[config.mk]
export PLATFORM = sky130hd
export DESIGN_NAME = bullet_pool_flat
export DESIGN_NICKNAME = d
export VERILOG_FILES = /design/src/rtl/bullet_pool_if.sv /design/src/rtl/bullet_pool.sv /design/src/flat_wrapper.sv
export SDC_FILE = /design/constraint.sdc
export NUM_CORES = 1
export LEC_CHECK = 0
export CORE_MARGIN = 4
export CORE_UTILIZATION = 45
export CTS_BUF_LIST = sky130_fd_sc_hd__clkbuf_8
export CTS_CLUSTER_SIZE = 40
export DETAILED_ROUTE_END_ITERATION = 16
export MAX_ROUTING_LAYER = met4
export PLACE_DENSITY = 0.68
export SLEW_MARGIN = 20
export SYNTH_ARGS = -nofsm -noshare
export SYNTH_HDL_FRONTEND = slang
export SYNTH_SLANG_ARGS = --single-unit
[constraint.sdc]
create_clock -name clk -period 3.47 [get_ports clk]
set_clock_uncertainty 0.05 [all_clocks]
set_input_delay 0.694 -clock clk [delete_from_list [all_inputs] [get_ports clk]]
set_output_delay 0.694 -clock clk [all_outputs]
set_load 0.005 [all_outputs]
[src/rtl/bullet_pool_if.sv]
// Bullet pool bus: request inputs from player/collision logic, pixel stream and status outputs.
// Latency: n/a (signal bundle only).
// Backpressure: none; the pixel stream is one pixel per cycle with no ready.
`timescale 1ns/1ps
interface bullet_pool_if #(
    parameter int NUM_SLOTS = 4
);
    logic                 tick;
    logic                 fire;
    logic [8:0]           pos_x;
    logic [7:0]           pos_y;
    logic [NUM_SLOTS-1:0] hit;
    logic [8:0]           x;
    logic [7:0]           y;
    logic [2:0]           colour;
    logic                 plot;
    logic                 busy;
    logic                 done;
    logic [NUM_SLOTS-1:0] active;
    logic                 fire_drop;

    // Game side: issues ticks, fires and hits, consumes pixels
    modport master (
        output tick, fire, pos_x, pos_y, hit,
        input  x, y, colour, plot, busy, done, active, fire_drop
    );

    // Pool side
    modport slave (
        input  tick, fire, pos_x, pos_y, hit,
        output x, y, colour, plot, busy, done, active, fire_drop
    );
endinterface

[src/rtl/bullet_pool.sv]
// Bullet pool: N-slot projectile engine; each frame erases, moves, then redraws every live bullet.
// Latency: first pixel 1 cycle after tick; frame lasts 2*N*BW*BH+2 cycles with done on the last.
// Backpressure: none; plotter takes one pixel per cycle, ticks arriving while busy are dropped.
`timescale 1ns/1ps
module bullet_pool #(
    parameter int         NUM_SLOTS = 4,
    parameter int         BW        = 2,
    parameter int         BH        = 4,
    parameter int         SPEED     = 2,
    parameter int         X_OFS     = 5,
    parameter int         Y_OFS     = 4,
    parameter int         Y_MIN     = 5,
    parameter logic [2:0] COLOUR    = 3'b001
) (
    input  logic          clk,
    input  logic          reset,
    bullet_pool_if.slave  bus
);
    localparam int SW = (NUM_SLOTS > 1) ? $clog2(NUM_SLOTS) : 1;
    localparam int RW = (BH > 1) ? $clog2(BH) : 1;
    localparam int CW = (BW > 1) ? $clog2(BW) : 1;

    typedef enum logic [2:0] {IDLE, ERASE, UPDATE, DRAW, DONE} state_t;

    state_t                     state_q;
    logic [SW-1:0]              s_q;
    logic [RW-1:0]              r_q;
    logic [CW-1:0]              c_q;
    logic [NUM_SLOTS-1:0]       act_q, act_d;
    logic [NUM_SLOTS-1:0][8:0]  sx_q, sx_d;
    logic [NUM_SLOTS-1:0][7:0]  sy_q, sy_d;
    logic                       fire_pend_q;
    logic [NUM_SLOTS-1:0]       hit_pend_q;
    logic                       fire_eff;
    logic [NUM_SLOTS-1:0]       hit_eff;
    logic                       spawned;
    logic                       drop_d;

    logic [SW-1:0]              s_nx, tgt_s;
    logic [RW-1:0]              r_nx, tgt_r;
    logic [CW-1:0]              c_nx, tgt_c;
    logic                       pass_end;
    logic                       emit;
    logic [8:0]                 pix_x;
    logic [7:0]                 pix_y;
    logic [2:0]                 pix_col;
    logic                       pix_act;

    logic [8:0]                 x_q;
    logic [7:0]                 y_q;
    logic [2:0]                 colour_q;
    logic                       plot_q, busy_q, done_q, drop_q;

    // Slot update: retire/move active slots, spawn into the first slot free at UPDATE entry
    always_comb begin
        fire_eff = fire_pend_q | bus.fire;
        hit_eff  = hit_pend_q | bus.hit;
        act_d    = act_q;
        sx_d     = sx_q;
        sy_d     = sy_q;
        spawned  = 1'b0;
        drop_d   = 1'b0;
        if (state_q == UPDATE) begin
            for (int i = 0; i < NUM_SLOTS; i++) begin
                if (act_q[i]) begin
                    if (hit_eff[i] || (sy_q[i] < 8'(Y_MIN))) begin
                        act_d[i] = 1'b0;
                    end else begin
                        sy_d[i] = sy_q[i] - 8'(SPEED);
                    end
                end
            end
            // Freshly retired slots were active at entry, so they are never picked here
            if (fire_eff) begin
                for (int i = 0; i < NUM_SLOTS; i++) begin
                    if (!spawned && !act_q[i]) begin
                        spawned  = 1'b1;
                        act_d[i] = 1'b1;
                        sx_d[i]  = bus.pos_x - 9'(X_OFS);
                        sy_d[i]  = bus.pos_y - 8'(Y_OFS);
                    end
                end
                drop_d = !spawned;
            end
        end
    end

    // Scan counter advance: column fastest, then row, then slot
    always_comb begin
        c_nx     = c_q + CW'(1);
        r_nx     = r_q;
        s_nx     = s_q;
        pass_end = 1'b0;
        if (c_q == CW'(BW - 1)) begin
            c_nx = '0;
            if (r_q == RW'(BH - 1)) begin
                r_nx = '0;
                if (s_q == SW'(NUM_SLOTS - 1)) begin
                    s_nx     = '0;
                    pass_end = 1'b1;
                end else begin
                    s_nx = s_q + SW'(1);
                end
            end else begin
                r_nx = r_q + RW'(1);
            end
        end
    end

    // Next pixel to register; uses post-update slot state so UPDATE can preload DRAW's first pixel
    always_comb begin
        tgt_s = s_nx;
        tgt_r = r_nx;
        tgt_c = c_nx;
        if (state_q == IDLE || state_q == UPDATE) begin
            tgt_s = '0;
            tgt_r = '0;
            tgt_c = '0;
        end
        pix_x   = sx_d[tgt_s] + 9'(tgt_c);
        pix_y   = sy_d[tgt_s] + 8'(tgt_r);
        pix_act = act_d[tgt_s];
        pix_col = (state_q == UPDATE || state_q == DRAW) ? COLOUR : 3'b000;
        emit    = (state_q == IDLE && bus.tick) || (state_q == UPDATE) ||
                  ((state_q == ERASE || state_q == DRAW) && !pass_end);
    end

    // Sticky request latches, consumed by the UPDATE cycle
    always_ff @(posedge clk or posedge reset) begin
        if (reset) begin
            fire_pend_q <= 1'b0;
            hit_pend_q  <= '0;
        end else if (state_q == UPDATE) begin
            fire_pend_q <= 1'b0;
            hit_pend_q  <= '0;
        end else begin
            fire_pend_q <= fire_pend_q | bus.fire;
            hit_pend_q  <= hit_pend_q | bus.hit;
        end
    end

    // Frame sequencer with registered pixel and status outputs
    always_ff @(posedge clk or posedge reset) begin
        if (reset) begin
            state_q  <= IDLE;
            s_q      <= '0;
            r_q      <= '0;
            c_q      <= '0;
            act_q    <= '0;
            sx_q     <= '0;
            sy_q     <= '0;
            x_q      <= '0;
            y_q      <= '0;
            colour_q <= '0;
            plot_q   <= 1'b0;
            busy_q   <= 1'b0;
            done_q   <= 1'b0;
            drop_q   <= 1'b0;
        end else begin
            act_q  <= act_d;
            sx_q   <= sx_d;
            sy_q   <= sy_d;
            drop_q <= drop_d;
            done_q <= 1'b0;
            plot_q <= 1'b0;
            // Inactive slots emit nothing and leave x/y/colour holding
            if (emit && pix_act) begin
                plot_q   <= 1'b1;
                x_q      <= pix_x;
                y_q      <= pix_y;
                colour_q <= pix_col;
            end
            case (state_q)
                IDLE: begin
                    if (bus.tick) begin
                        state_q <= ERASE;
                        busy_q  <= 1'b1;
                        s_q     <= '0;
                        r_q     <= '0;
                        c_q     <= '0;
                    end
                end
                ERASE: begin
                    if (pass_end) begin
                        state_q <= UPDATE;
                    end else begin
                        s_q <= s_nx;
                        r_q <= r_nx;
                        c_q <= c_nx;
                    end
                end
                UPDATE: begin
                    state_q <= DRAW;
                    s_q     <= '0;
                    r_q     <= '0;
                    c_q     <= '0;
                end
                DRAW: begin
                    if (pass_end) begin
                        state_q <= DONE;
                        busy_q  <= 1'b0;
                        done_q  <= 1'b1;
                    end else begin
                        s_q <= s_nx;
                        r_q <= r_nx;
                        c_q <= c_nx;
                    end
                end
                DONE:    state_q <= IDLE;
                default: state_q <= IDLE;
            endcase
        end
    end

    assign bus.x         = x_q;
    assign bus.y         = y_q;
    assign bus.colour    = colour_q;
    assign bus.plot      = plot_q;
    assign bus.busy      = busy_q;
    assign bus.done      = done_q;
    assign bus.active    = act_q;
    assign bus.fire_drop = drop_q;
endmodule

[src/flat_wrapper.sv]
// flat-port wrapper written by rule: the top's interface ports become plain ports
module bullet_pool_flat 
#(
    parameter int         NUM_SLOTS = 4,
    parameter int         BW        = 2,
    parameter int         BH        = 4,
    parameter int         SPEED     = 2,
    parameter int         X_OFS     = 5,
    parameter int         Y_OFS     = 4,
    parameter int         Y_MIN     = 5,
    parameter logic [2:0] COLOUR    = 3'b001
)
  (clk, reset, bus_tick, bus_fire, bus_pos_x, bus_pos_y, bus_hit, bus_x, bus_y, bus_colour, bus_plot, bus_busy, bus_done, bus_active, bus_fire_drop);
  bullet_pool_if #(.NUM_SLOTS(NUM_SLOTS)) bus_i ();
  input  logic clk;
  input  logic reset;
  input wire logic [$bits(bus_i.tick)-1:0] bus_tick;
  input wire logic [$bits(bus_i.fire)-1:0] bus_fire;
  input wire logic [$bits(bus_i.pos_x)-1:0] bus_pos_x;
  input wire logic [$bits(bus_i.pos_y)-1:0] bus_pos_y;
  input wire logic [$bits(bus_i.hit)-1:0] bus_hit;
  output wire logic [$bits(bus_i.x)-1:0] bus_x;
  output wire logic [$bits(bus_i.y)-1:0] bus_y;
  output wire logic [$bits(bus_i.colour)-1:0] bus_colour;
  output wire logic [$bits(bus_i.plot)-1:0] bus_plot;
  output wire logic [$bits(bus_i.busy)-1:0] bus_busy;
  output wire logic [$bits(bus_i.done)-1:0] bus_done;
  output wire logic [$bits(bus_i.active)-1:0] bus_active;
  output wire logic [$bits(bus_i.fire_drop)-1:0] bus_fire_drop;
  assign bus_i.tick = bus_tick;
  assign bus_i.fire = bus_fire;
  assign bus_i.pos_x = bus_pos_x;
  assign bus_i.pos_y = bus_pos_y;
  assign bus_i.hit = bus_hit;
  assign bus_x = bus_i.x;
  assign bus_y = bus_i.y;
  assign bus_colour = bus_i.colour;
  assign bus_plot = bus_i.plot;
  assign bus_busy = bus_i.busy;
  assign bus_done = bus_i.done;
  assign bus_active = bus_i.active;
  assign bus_fire_drop = bus_i.fire_drop;
  bullet_pool #(.NUM_SLOTS(NUM_SLOTS), .BW(BW), .BH(BH), .SPEED(SPEED), .X_OFS(X_OFS), .Y_OFS(Y_OFS), .Y_MIN(Y_MIN), .COLOUR(COLOUR)) u_core (.clk(clk), .reset(reset), .bus(bus_i));
endmodule
# Word level (Yosys, flattened, before mapping)
# Cells that the tools add are included.
# W data, S select, Z words.
[classes]
add_sub_neg = 11
multipliers = 0
n_div = 0
magnitude_cmp = 5
eq_ne = 9
n_shift = 0
muxes = 87
n_bitwise = 2
reduce_logical = 30
[op_table]
columns = ["cell", "count"]
rows = [
  ["$mux W8", 13],
  ["$mux W36", 2],
  ["$mux W32", 2],
  ["$mux W9", 5],
  ["$mux W1", 41],
  ["$lt A8 B3 Y1 const B", 4],
  ["$sub A8 B2 Y8 const B", 4],
  ["$mux W2", 10],
  ["$bmux W9 S2", 1],
  ["$bmux W8 S2", 1],
  ["$mux W4", 3],
  ["$pmux W2 S3", 2],
  ["$pmux W3 S4", 1],
  ["$add A9 B1 Y9", 1],
  ["$logic_or A1 B1 Y1", 9],
  ["$mux W3", 3],
  ["$reduce_and A3 Y1", 3],
  ["$sub A9 B3 Y9 const B", 1],
  ["$add A8 B2 Y8", 1],
  ["$logic_not A1 Y1", 8],
  ["$sub A8 B3 Y8 const B", 1],
  ["$eq A3 B2 Y1 const B", 2],
  ["$logic_and A1 B1 Y1", 6],
  ["$add A2 B1 Y2 const B", 2],
  ["15 further kinds", 18],
]
[totals]
register_bits = 109
latch_bits = 0
ramBits = 0
mem_bits_ro = 0
output_inout_bits = 28
n_memories = 0

# Longest topological paths before layout
# Gate-level depths: netlist (run 1).
[logic_depth]
word_depth = 22
depth_mapped = 15

# Least setup slack after synthesis (run 1)
# No wires, ideal clock.
[synth_timing]
kind = "register to register"
from = "reg u_core.r_q[0]"
to = "reg u_core.x_q[8], in the netlist u_core.bus.x[8]"
setup_time_ns = 0.069
t_arrival_ns = 3.678
slack_ns = -0.327
stages_incl_launch_ff = 15
n_path_buf = 2
period_less_slack_ns = 3.797
cell_sequence = "dfrtp_1 > ha_1 > clkbuf_1 > a21bo_2 > a21oi_1 > clkbuf_1 > o211ai_1 > o21ai_0 > ha_1 > ha_1 > o21ai_0 > a211oi_2 > or4b_4 > or4_1 > nand3_1"
[synth_between]
elab_chain_len = 7
[synth_rtl]
columns = ["item", "line_no", "text"]
rows = [
  ["start, declared", "bullet_pool.sv:27", "logic [RW-1:0] r_q;"],
  ["start signal, assigned", "bullet_pool.sv:188", "r_q <= r_nx;"],
  ["start signal, assigned", "bullet_pool.sv:205", "r_q <= r_nx;"],
  ["$eq A2 B2 Y1 *", "bullet_pool.sv:96", "if (r_q == RW'(BH - 1)) begin"],
  ["$mux W2 or $mux W1 (tied branches)", "bullet_pool.sv:96", ""],
  ["$mux W2 or $mux W1 (tied branches)", "bullet_pool.sv:94", "if (c_q == CW'(BW - 1)) begin"],
  ["$mux W2 or $logic_not A1 Y1 (tied branches)", "bullet_pool.sv:115, bullet_pool.sv:125", ""],
  ["$bmux W9 S2 (tied with other cells)", "bullet_pool.sv:120", "pix_x = sx_d[tgt_s] + 9'(tgt_c);"],
  ["$mux W9 (not written as such) (tied with other cells)", "bullet_pool.sv:120", ""],
  ["$add A9 B1 Y9 or $logic_and A1 B1 Y1 (tied branches)", "bullet_pool.sv:120, bullet_pool.sv:167", ""],
  ["end signal, assigned", "bullet_pool.sv:169", "x_q <= pix_x;"],
  ["end, declared", "bullet_pool.sv:49", "logic [8:0] x_q;"],
]
# Mark *: on every way between the ends. The rest lies on a longest branch, timed or not. The select of a mux whose other input is x is not followed.
# A chain may end at the register's enable or synchronous reset.

==> flow_metrics.env, run 1 <==
export IMPL_portBuffers=50
export IMPL_antenna_cells=0
export IMPL_synthCells=714
export IMPL_die_w_um=127
export IMPL_path_clk_slew_ps=110
export IMPL_cts_root_buf="clkbuf_8"
export IMPL_grt_remaining_overflow=0
export IMPL_synth_area_per_cell_um2=8.92
export IMPL_swShare_pct=27.1
export IMPL_drt_iter0_drc=593
export IMPL_cp_max_fo=3
export IMPL_areaGrowthSynthToFinish_pct=36.4
export IMPL_fin_hold_ws_ps=446
export IMPL_place_congestion=0.964
export IMPL_critPathArrivalTime_ps=3820
export IMPL_hpwl_mm=16.2
export IMPL_finalMaxSlewViolations=0
export IMPL_worst_slew_pin_slew_ps=867
export IMPL_antenna_found_initial=0
export IMPL_violations="negative setup slack"
export IMPL_critPathCaptureType="flip-flop"
export IMPL_fin_tns_setup_ps=-70.7
export IMPL_p_per_area_nw_per_um2=270
export IMPL_placed_cell_area_um2=8160
export IMPL_synth_ff_type="dfrtp_1"
export IMPL_ios=53
export IMPL_synth_top_area_cell="dfrtp_1"
export IMPL_grt_usage_pct=27.2
export IMPL_ys_types=81
export IMPL_setup_viol=1
export IMPL_core_rowCount=43
export IMPL_layout_nets=948
export IMPL_worst_setup_path_type="reg -> reg"
export IMPL_status="complete, but fails checks"
export IMPL_cts_tree="yes"
export IMPL_synth_cell_area_um2=6370
export IMPL_p_leak_nw=3.72
export IMPL_synth_edf_count=0
export IMPL_p_seq_share_pct=55.8
export IMPL_seq_area_frac_synth_pct=42.0
export IMPL_cts_buffer_depth=2
export IMPL_relSlewSlack_pct=42.1
export IMPL_first_global_vias=6521
export IMPL_firstDrtPassIters=6
export IMPL_core_area_um2=13900
export IMPL_cap_violations=0
export IMPL_period_minus_slack_ps=3540
export IMPL_cts_htree_levels=3
export IMPL_hold_viol_final=0
export IMPL_synth_top_area_share_pct=42.0
export IMPL_cell_internal_pwr_mw=1.71
export IMPL_fmax_mhz=282
export IMPL_grt_pass1_wl_mm=33.7
export IMPL_synth_warnings=0
export IMPL_start_util_pct=45.9
export IMPL_die_area_um2=16100
export IMPL_drcViolationCount=0
export IMPL_via_per_inst=5.99
export IMPL_routedWlPerCell_um=19.4
export IMPL_cts_buffers=9
export IMPL_p_sw_mw=0.638
export IMPL_grt_max_degree=39
export IMPL_pwr_share_clk_pct=31.1
export IMPL_drt_total_wl_mm=21.2
export IMPL_hp_class="reg -> reg"
export IMPL_synth_seq_cells=107
export IMPL_irDropWorstVdd_uv=284
export IMPL_synthArstFlopShare_pct=100
export IMPL_synth_most_common_cell="dfrtp_1"
export IMPL_drive_above_1_share_pct=28.3
export IMPL_pwr_share_comb_pct=13.1
export IMPL_final_util_pct=62.6
export IMPL_synth_cells_most_frequent="dfrtp_1, nand2_1, nor2_1"
export IMPL_min_period_over_period_pct=102
export IMPL_netlist_top_cells_area="dfrtp_1, nand2_1, nor2_1"
export IMPL_cts_sinks=107
export IMPL_ant_nets=0
export IMPL_power_mw=2.35
export IMPL_clkLatencyLatePin_ps=400
export IMPL_via_count=6556
export IMPL_startpoint_type="flip-flop"
export IMPL_fin_ws_ps=-70.7
export IMPL_fp_dieH_um=127
export IMPL_final_cell_area_um2=8690
export IMPL_worstPathRequired_ps=3750
export IMPL_rsz0062_at_grt="yes"
-- logic make-up (layout without fill, tap and decap cells) --
logic type      Yosys count  count (layout)  share of synthesized area [%]
simple gates            280             280                           22.3
other cells               1               2                         0.0589
fa+ha+maj                13              13                           2.67
mux                      24              24                           4.40
xor+xnor                 15              15                           2.06
flops                   107             107                           42.0
buf+inv                  66             265                           4.18
compound gates          208             208                           22.3
-- sequential cells by signal, summed over array words and instances (netlist names) --
name,count
u_core.hit_pend_q,4
u_core.bus.done,1
u_core.fire_pend_q,1
u_core.s_q,2
u_core.bus.colour,1
u_core.c_q,1
u_core.sy_q,32
u_core.bus.fire_drop,1
u_core.bus.plot,1
u_core.state_q,3
u_core.sx_q,36
u_core.bus.x,9
u_core.bus.busy,1
u_core.bus.y,8
u_core.r_q,2
u_core.bus.active,4
-- path summary, 6_finish.rpt --
kind,start,endpoint,slack [ps],cells past startpoint
max in group asynchronous,reset,u_core.sx_q[6],1940,3
max reg2reg,u_core.sy_q[28],u_core.bus.y[7],-70,12
min,u_core.sx_q[27],u_core.sx_q[27],450,2
min reg2reg,u_core.sx_q[27],u_core.sx_q[27],450,2
min in group asynchronous,reset,u_core.bus.y[5],770,2
max,u_core.sy_q[28],u_core.bus.y[7],-70,12
-- metal layers --
metal,wire (µm),GRT usage [%]
met1,8560,33.3
met2,10400,44.1
met3,1380,5.52
met4,888,11.6
met5,0,-
-- metrics by stage --
stage | std cells | setup slack, ps
global placement | 1062 | -581
floorplan | 715 | -76.1
CTS | 1079 | 1.99
detailed placement | 1062 | -715
global route | 1094 | -207
finish | 1094 | -70.7
-- cell type report --
| cell class | instances | area (µm²) |
|---|---|---|
| Timing Repair Buffer | 221 | 1850 |
| Fill cell | 1158 | 5190 |
| Sequential cell | 107 | 2680 |
| Inverter | 29 | 113 |
| Clock inverter | 6 | 50.0 |
| Multi-Input combinational cell | 542 | 3650 |
| Clock buffer | 9 | 124 |
| Tap cell | 180 | 225 |
-- cell usage in the layout (no fill, tap or decap), types with 5 or more instances in the layout --
cell type / n
nor3_1: 20
nor3b_1: 6
clkdlybuf4s50_1: 47
o21ai_1: 7
nand3_1: 27
clkbuf_8: 9
or4_1: 5
nor4_1: 7
mux2i_1: 7
dfrtp_1: 105
nand2_1: 72
xnor2_1: 10
nor2_1: 64
a31oi_1: 12
a211oi_1: 10
inv_1: 28
o21a_1: 7
a21oi_1: 31
nand4_1: 7
mux2_2: 14
ha_1: 8
o22ai_1: 6
or3_1: 11
or2_2: 5
a32o_1: 5
o21ai_0: 43
nor2b_1: 5
nand2b_1: 6
o211ai_1: 9
buf_4: 163
and2_1: 8
-- power groups by stage --
stage	Sequential, mW	Combinational, mW	Clock, mW
floorplan	1.33	0.121	0
global placement	1.33	0.294	0
detailed placement	1.33	0.299	0
CTS	1.31	0.303	0.753
global route	1.32	0.336	0.807
finish	1.31	0.309	0.731
-- repair_timing --
item / 4_1_cts / 5_1_grt
setup endpoints to repair: 6 / 6
setup buffers: 2 / 15
resized for setup: 18 / 41
hold buffers: 0 / 0
gates cloned: 0 / 0
pin swaps: 6 / 22
-- critical path, stage by stage, from the launching register on --
cell     delay, ps
dfrtp_1        410
or4_4          580
o31ai_4        300
a21oi_2        100
nor2_2         140
a21oi_2         60
mux4_2         530
ha_4           290
a21oi_2         50
a41oi_1        180
nand4_1        180
or4b_1         530
nand3_1         80
Power figures use the tool's default switching activity.
==> run 2, diff against run 1 <==
Settings changed: CORE_MARGIN 4 to 10, CORE_UTILIZATION 45 to 55, PLACE_DENSITY 0.68 to 0.8.
==> run 2 against run 1 <==
Effect of this change: the run now ends clean; non-clock buffer count down 3; sequential power about the same; routed wire length is 5.8% higher; via count up 2.5%; combinational power barely moved; critical endpoint unchanged.
==> flow_metrics.env, run 2 (synthesis gave the netlist of run 1 again) <==
export IMPL_critPathTopFamily="simple AND/OR/NAND/NOR gates"
export IMPL_core_rowCount=39
export IMPL_hp_class="reg -> reg"
export IMPL_via_per_inst=6.37
export IMPL_top_register="u_core.sx_q"
export IMPL_period_minus_slack_ps=3420
export IMPL_ios=53
export IMPL_drt_iter0_drc=846
export IMPL_dp_cells=1021
export IMPL_crit_slowest_cell="mux4_2"
export IMPL_grt_max_degree=65
export IMPL_min_period_over_period_pct=98.5
export IMPL_start_util_pct=56.0
export IMPL_cts_buffer_depth=2
export IMPL_worst_path_largest_cell_delay_ps=560
export IMPL_drive_above_1_share_pct=28.8
export IMPL_p_per_area_nw_per_um2=285
export IMPL_power_mw=2.48
export IMPL_cts_root_buf="clkbuf_8"
export IMPL_drt_total_wl_mm=22.5
export IMPL_routedWlPerCell_um=21.3
export IMPL_fp_dieH_um=128
export IMPL_ctsHoldBuffers=0
export IMPL_first_global_vias=6364
export IMPL_cts_sinks=107
export IMPL_core_area_um2=11400
export IMPL_worst_setup_path_type="reg -> reg"
export IMPL_clkLatencyLatePin_ps=400
export IMPL_firstDrtPassIters=6
export IMPL_rsz0062_at_grt="yes"
export IMPL_layout_nets=946
export IMPL_fmax_mhz=293
export IMPL_setup_viol=0
export IMPL_grt_usage_pct=27.1
export IMPL_reg2reg_slack_ps=50
export IMPL_critPathCaptureType="flip-flop"
export IMPL_cap_violations=0
export IMPL_layout_commonest_cell="buf_4"
export IMPL_path_clk_slew_ps=110
export IMPL_fin_tns_setup_ps=0
export IMPL_fin_cells=1056
export IMPL_place_congestion=1.01
export IMPL_hold_viol_final=0
export IMPL_grt_pass1_wl_mm=34.2
export IMPL_cp_common_cell="nand3_1"
export IMPL_die_area_um2=16300
export IMPL_cts_buffers=9
export IMPL_worstPathCellList="or3b_4 -> buf_6 -> nor2_4 -> nand2_2 -> nand3_1 -> o211ai_1 -> mux4_2 -> ha_4 -> a21oi_4 -> a41oi_2 -> nand4_1 -> or4b_1 -> nand3_1"
export IMPL_startpoint_type="flip-flop"
export IMPL_ant_nets=0
export IMPL_die_w_um=128
export IMPL_relSlewSlack_pct=56.6
export IMPL_areaGrowthSynthToFinish_pct=36.4
export IMPL_grt_remaining_overflow=0
export IMPL_p_leak_nw=3.72
export IMPL_antenna_found_initial=0
export IMPL_cp_max_fo=6
export IMPL_via_count=6722
export IMPL_antenna_cells=0
export IMPL_irDropWorstVdd_uv=369
export IMPL_largest_reg_flops=36
export IMPL_portBuffers=50
export IMPL_hpwl_mm=16.3
export IMPL_worst_slew_pin_slew_ps=649
export IMPL_finalMaxSlewViolations=0
export IMPL_cts_tree="yes"
export IMPL_crit_buf_inv=1
export IMPL_cts_htree_levels=3
export IMPL_critPathArrivalTime_ps=3710
export IMPL_layout_common_cells="buf_4, dfrtp_1, nand2_1"
export IMPL_worstPathRequired_ps=3760
export IMPL_drcViolationCount=0
export IMPL_status="completed"
[run 2: per-stage QoR]
stage	cell area, µm²	hold WS (ps)	util [%]	worst slack, ps
2_1_floorplan	6400	389	-	-76.1
3_3_place_gp	8110	404	71.3	-535
3_5_place_dp	8110	421	71.3	-680
4_1_cts	8510	448	74.8	4.64
5_1_grt	8690	463	76.4	-99.6
6_report	8690	447	76.4	52.6
[run 2: what timing repair did]
action                                  4_1_cts  5_1_grt
endpoints found under the setup margin        6        6
setup buffers                                 8       11
cloned                                        0        1
pin swaps                                    17       17
resized for setup                            31       33
[run 2: cell type report]
type                       count  area (µm²)
clock buffer                  10         138
clock inverter                 6        77.6
fill                         828        2680
inverter                      29         113
multi-input combinational    543        3680
sequential                   107        2680
tap                          143         179
timing repair buffer         218        1820
[run 2: report_power, final]
group / switching [mW] / internal [mW] / total [mW] / leakage (nW)
combinational: 0.154 / 0.156 / 0.311 / 2.31
clock: 0.489 / 0.369 / 0.858 / 0.107
sequential: 0.0241 / 1.29 / 1.31 / 1.31
total: 0.668 / 1.81 / 2.48 / 3.72
[run 2: worst min-delay path, delay by kind of cell (launching register included)]
kind / cells / cell delay, ps
compound gates: 1 / 70
simple gates: 1 / 60
flops: 1 / 340
[run 2: per-layer routing]
layer	part of all wire [%]	routed length (µm)	up-vias	global-route usage (%)
met1	40	8870	3244	33.6
met3	8.1	1830	80	5.50
li1	-	-	3025	-
met4	4.3	966	0	10.3
met5	0	0	-	-
met2	48	10800	373	42.8
[run 2: final timing paths]
path | from | endpoint | depth (start not counted)
worst min register to register | u_core.sx_q[27] | u_core.sx_q[27] | 2
min in group asynchronous | reset | u_core.bus.y[1] | 3
worst max-delay path | u_core.state_q[2] | u_core.bus.y[7] | 13
worst min-delay path | u_core.sx_q[27] | u_core.sx_q[27] | 2
max in group asynchronous | reset | u_core.bus.active[0] | 3
worst max register to register | u_core.state_q[2] | u_core.bus.y[7] | 13
==> run 3, diff against run 2 <==
Settings changed: SETUP_SLACK_MARGIN set to 0.5.
==> run 3 against run 2 <==
Effect of this change: largest cell class unchanged; final cell count is 2.6% higher; count of clock-buffer cells in the layout shrank 1; largest power group unchanged; critical endpoint is now u_core.bus.x[8]; the flow now finishes with violations (negative setup slack); maximum frequency down 4.5%; total power grew 1.7%; routed wire length is 18% higher; clock power shrank 1%.
==> flow_metrics.env, run 3 (synthesis gave the netlist of run 1 again) <==
export IMPL_grt_max_degree=41
export IMPL_die_w_um=128
export IMPL_hp_class="reg -> reg"
export IMPL_swShare_pct=28.1
export IMPL_violations="negative setup slack"
export IMPL_reg2reg_slack_ps=-110
export IMPL_final_util_pct=80.5
export IMPL_rsz0062_at_grt="yes"
export IMPL_ios=53
export IMPL_fin_hold_ws_ps=453
export IMPL_ctsHoldBuffers=0
export IMPL_cell_internal_pwr_mw=1.81
export IMPL_layout_common_cells="buf_4, dfrtp_1, nand2_1"
export IMPL_largest_reg_flops=36
export IMPL_place_congestion=1.05
export IMPL_critPathTopFamily="simple AND/OR/NAND/NOR gates"
export IMPL_via_count=7346
export IMPL_antenna_cells=0
export IMPL_critPathArrivalTime_ps=3810
export IMPL_startpoint_type="flip-flop"
export IMPL_nFillCells=685
export IMPL_core_area_um2=11400
export IMPL_wl_met2_mm=12.1
export IMPL_worstPathCellList="or3b_4 -> buf_6 -> nor3_4 -> mux2i_1 -> mux2_2 -> a211oi_2 -> or4b_4 -> buf_6 -> o31ai_2 -> nand3_1"
export IMPL_p_seq_share_pct=52.3
export IMPL_p_per_area_nw_per_um2=275
export IMPL_ant_nets=0
export IMPL_cp_common_cell="buf_6"
export IMPL_p_leak_nw=3.90
export IMPL_grt_usage_pct=31.1
export IMPL_areaGrowthSynthToFinish_pct=43.7
export IMPL_first_global_vias=7055
export IMPL_cts_buffers=9
export IMPL_dp_cells=1024
export IMPL_hold_viol_final=0
export IMPL_core_rowCount=39
export IMPL_regToRegEndpoint="u_core.bus.x[8]"
export IMPL_grt_pass1_wl_mm=38.9
export IMPL_multi_input_area_um2=3870
export IMPL_fmax_mhz=280
export IMPL_cts_buffer_depth=2
export IMPL_cts_sinks=107
export IMPL_fin_ws_ps=-107
export IMPL_die_area_um2=16300
export IMPL_grt_remaining_overflow=0
export IMPL_drive_above_1_share_pct=33.6
export IMPL_path_clk_slew_ps=110
export IMPL_r2r_cells=10
export IMPL_routedWlPerCell_um=24.4
export IMPL_via_per_inst=6.78
export IMPL_setup_viol=1
export IMPL_fin_tns_setup_ps=-107
export IMPL_cts_htree_levels=3
export IMPL_min_delay_start="u_core.bus.y[5]"
export IMPL_critPathCaptureType="flip-flop"
export IMPL_pwr_share_comb_pct=14.2
export IMPL_drt_iter0_drc=1269
export IMPL_reg2reg_from="u_core.state_q[2]"
export IMPL_drt_total_wl_mm=26.4
export IMPL_cts_tree="yes"
export IMPL_startpoint="u_core.state_q[2]"
export IMPL_firstDrtPassIters=6
export IMPL_wl_met3_mm=2.43
export IMPL_drcViolationCount=0
export IMPL_clkLatencyLatePin_ps=420
export IMPL_hpwl_mm=17.4
export IMPL_worstPathRequired_ps=3700
export IMPL_highest_layer="met4"
export IMPL_finalMaxSlewViolations=0
export IMPL_cap_violations=0
export IMPL_top_register="u_core.sx_q"
export IMPL_min_period_over_period_pct=103
export IMPL_period_minus_slack_ps=3580
export IMPL_crit_slowest_cell="or3b_4"
export IMPL_cts_root_buf="clkbuf_8"
export IMPL_layout_commonest_cell="buf_4"
export IMPL_worst_path_largest_cell_delay_ps=510
export IMPL_worstSetupEndpoint="u_core.bus.x[8]"
export IMPL_start_util_pct=56.0
export IMPL_regArea_um2=2680
export IMPL_wl_met1_mm=9.86
export IMPL_worst_setup_path_type="reg -> reg"
export IMPL_pwr_share_clk_pct=33.6
export IMPL_worst_slew_pin_slew_ps=816
export IMPL_cp_num_cells=10
export IMPL_p_sw_mw=0.709
export IMPL_post_place_ws_ps=-688
export IMPL_fin_cells=1083
export IMPL_status="complete, but fails checks"
export IMPL_cp_max_fo=7
export IMPL_crit_buf_inv=2
export IMPL_fp_dieH_um=128
export IMPL_portBuffers=50
export IMPL_irDropWorstVdd_uv=333
export IMPL_relSlewSlack_pct=45.1
export IMPL_antenna_found_initial=0
export IMPL_layout_nets=973
==> run 3: cell count changes in the layout (fill, tap and decap cells not counted), sizes merged, moves of 2 or more <==
cell / before / now
clkbuf: 11 / 9
dlygate4sd2: 2 / 4
buf: 168 / 196
clkdlybuf4s50: 47 / 45
==> run 3: stage by stage <==
| stage | area [µm²] | power, mW |
|---|---|---|
| floorplan | 6400 | 1.45 |
| global placement | 8110 | 1.63 |
| detailed placement | 8110 | 1.65 |
| CTS | 8830 | 2.49 |
| global route | 9150 | 2.59 |
| finish | 9150 | 2.52 |
==> run 3: how the worst min path moves through the flow <==
stage / to / cells after the start
after CTS: u_core.sx_q[18] / 2
after global placement: u_core.sx_q[1] / 2
final: u_core.bus.y[5] / 2
after global routing: u_core.sx_q[18] / 2
after detailed placement: u_core.sx_q[1] / 2
after floorplan: u_core.sx_q[1] / 2
==> run 3: power groups by stage <==
stage | sequential (mW) | clock, mW | combinational [mW]
3_5_place_dp | 1.33 | 0 | 0.314
6_report | 1.32 | 0.846 | 0.357
2_1_floorplan | 1.33 | 0 | 0.121
5_1_grt | 1.32 | 0.894 | 0.377
4_1_cts | 1.31 | 0.850 | 0.331
3_3_place_gp | 1.33 | 0 | 0.302
==> run 3: cell type report <==
class                      instances  share of cell area (%)
sequential                       107                    29.3
clock inverter                     7                   0.902
inverter                          29                    1.23
timing repair buffer             246                    23.0
tap                              143                    1.95
clock buffer                       9                    1.35
multi-input combinational        542                    42.3
==> run 3: what timing repair did <==
| item | 4_1_cts | 5_1_grt |
|---|---|---|
| pin swaps | 34 | 29 |
| buffers inserted | 34 | 9 |
| resized for setup | 76 | 53 |
| endpoints found under the setup margin | 17 | 17 |
| endpoints found under the hold margin | 0 | 0 |
==> run 3: layer usage <==
metal / global-route usage [%] / up-vias
met4: 17.8 / 0
met1: 36.1 / 3485
met3: 6.95 / 186
met5: - / -
met2: 48.8 / 593
li1: - / 3082
==> run 3: worst register-to-register path, delay by kind of cell, from the launching register on <==
family	cells	cell delay (ps)
buffers and inverters	2	310
AND/OR/NAND/NOR	4	1500
AO/OA/AOI/OAI	2	590
flip-flops	1	450
multiplexers	2	550
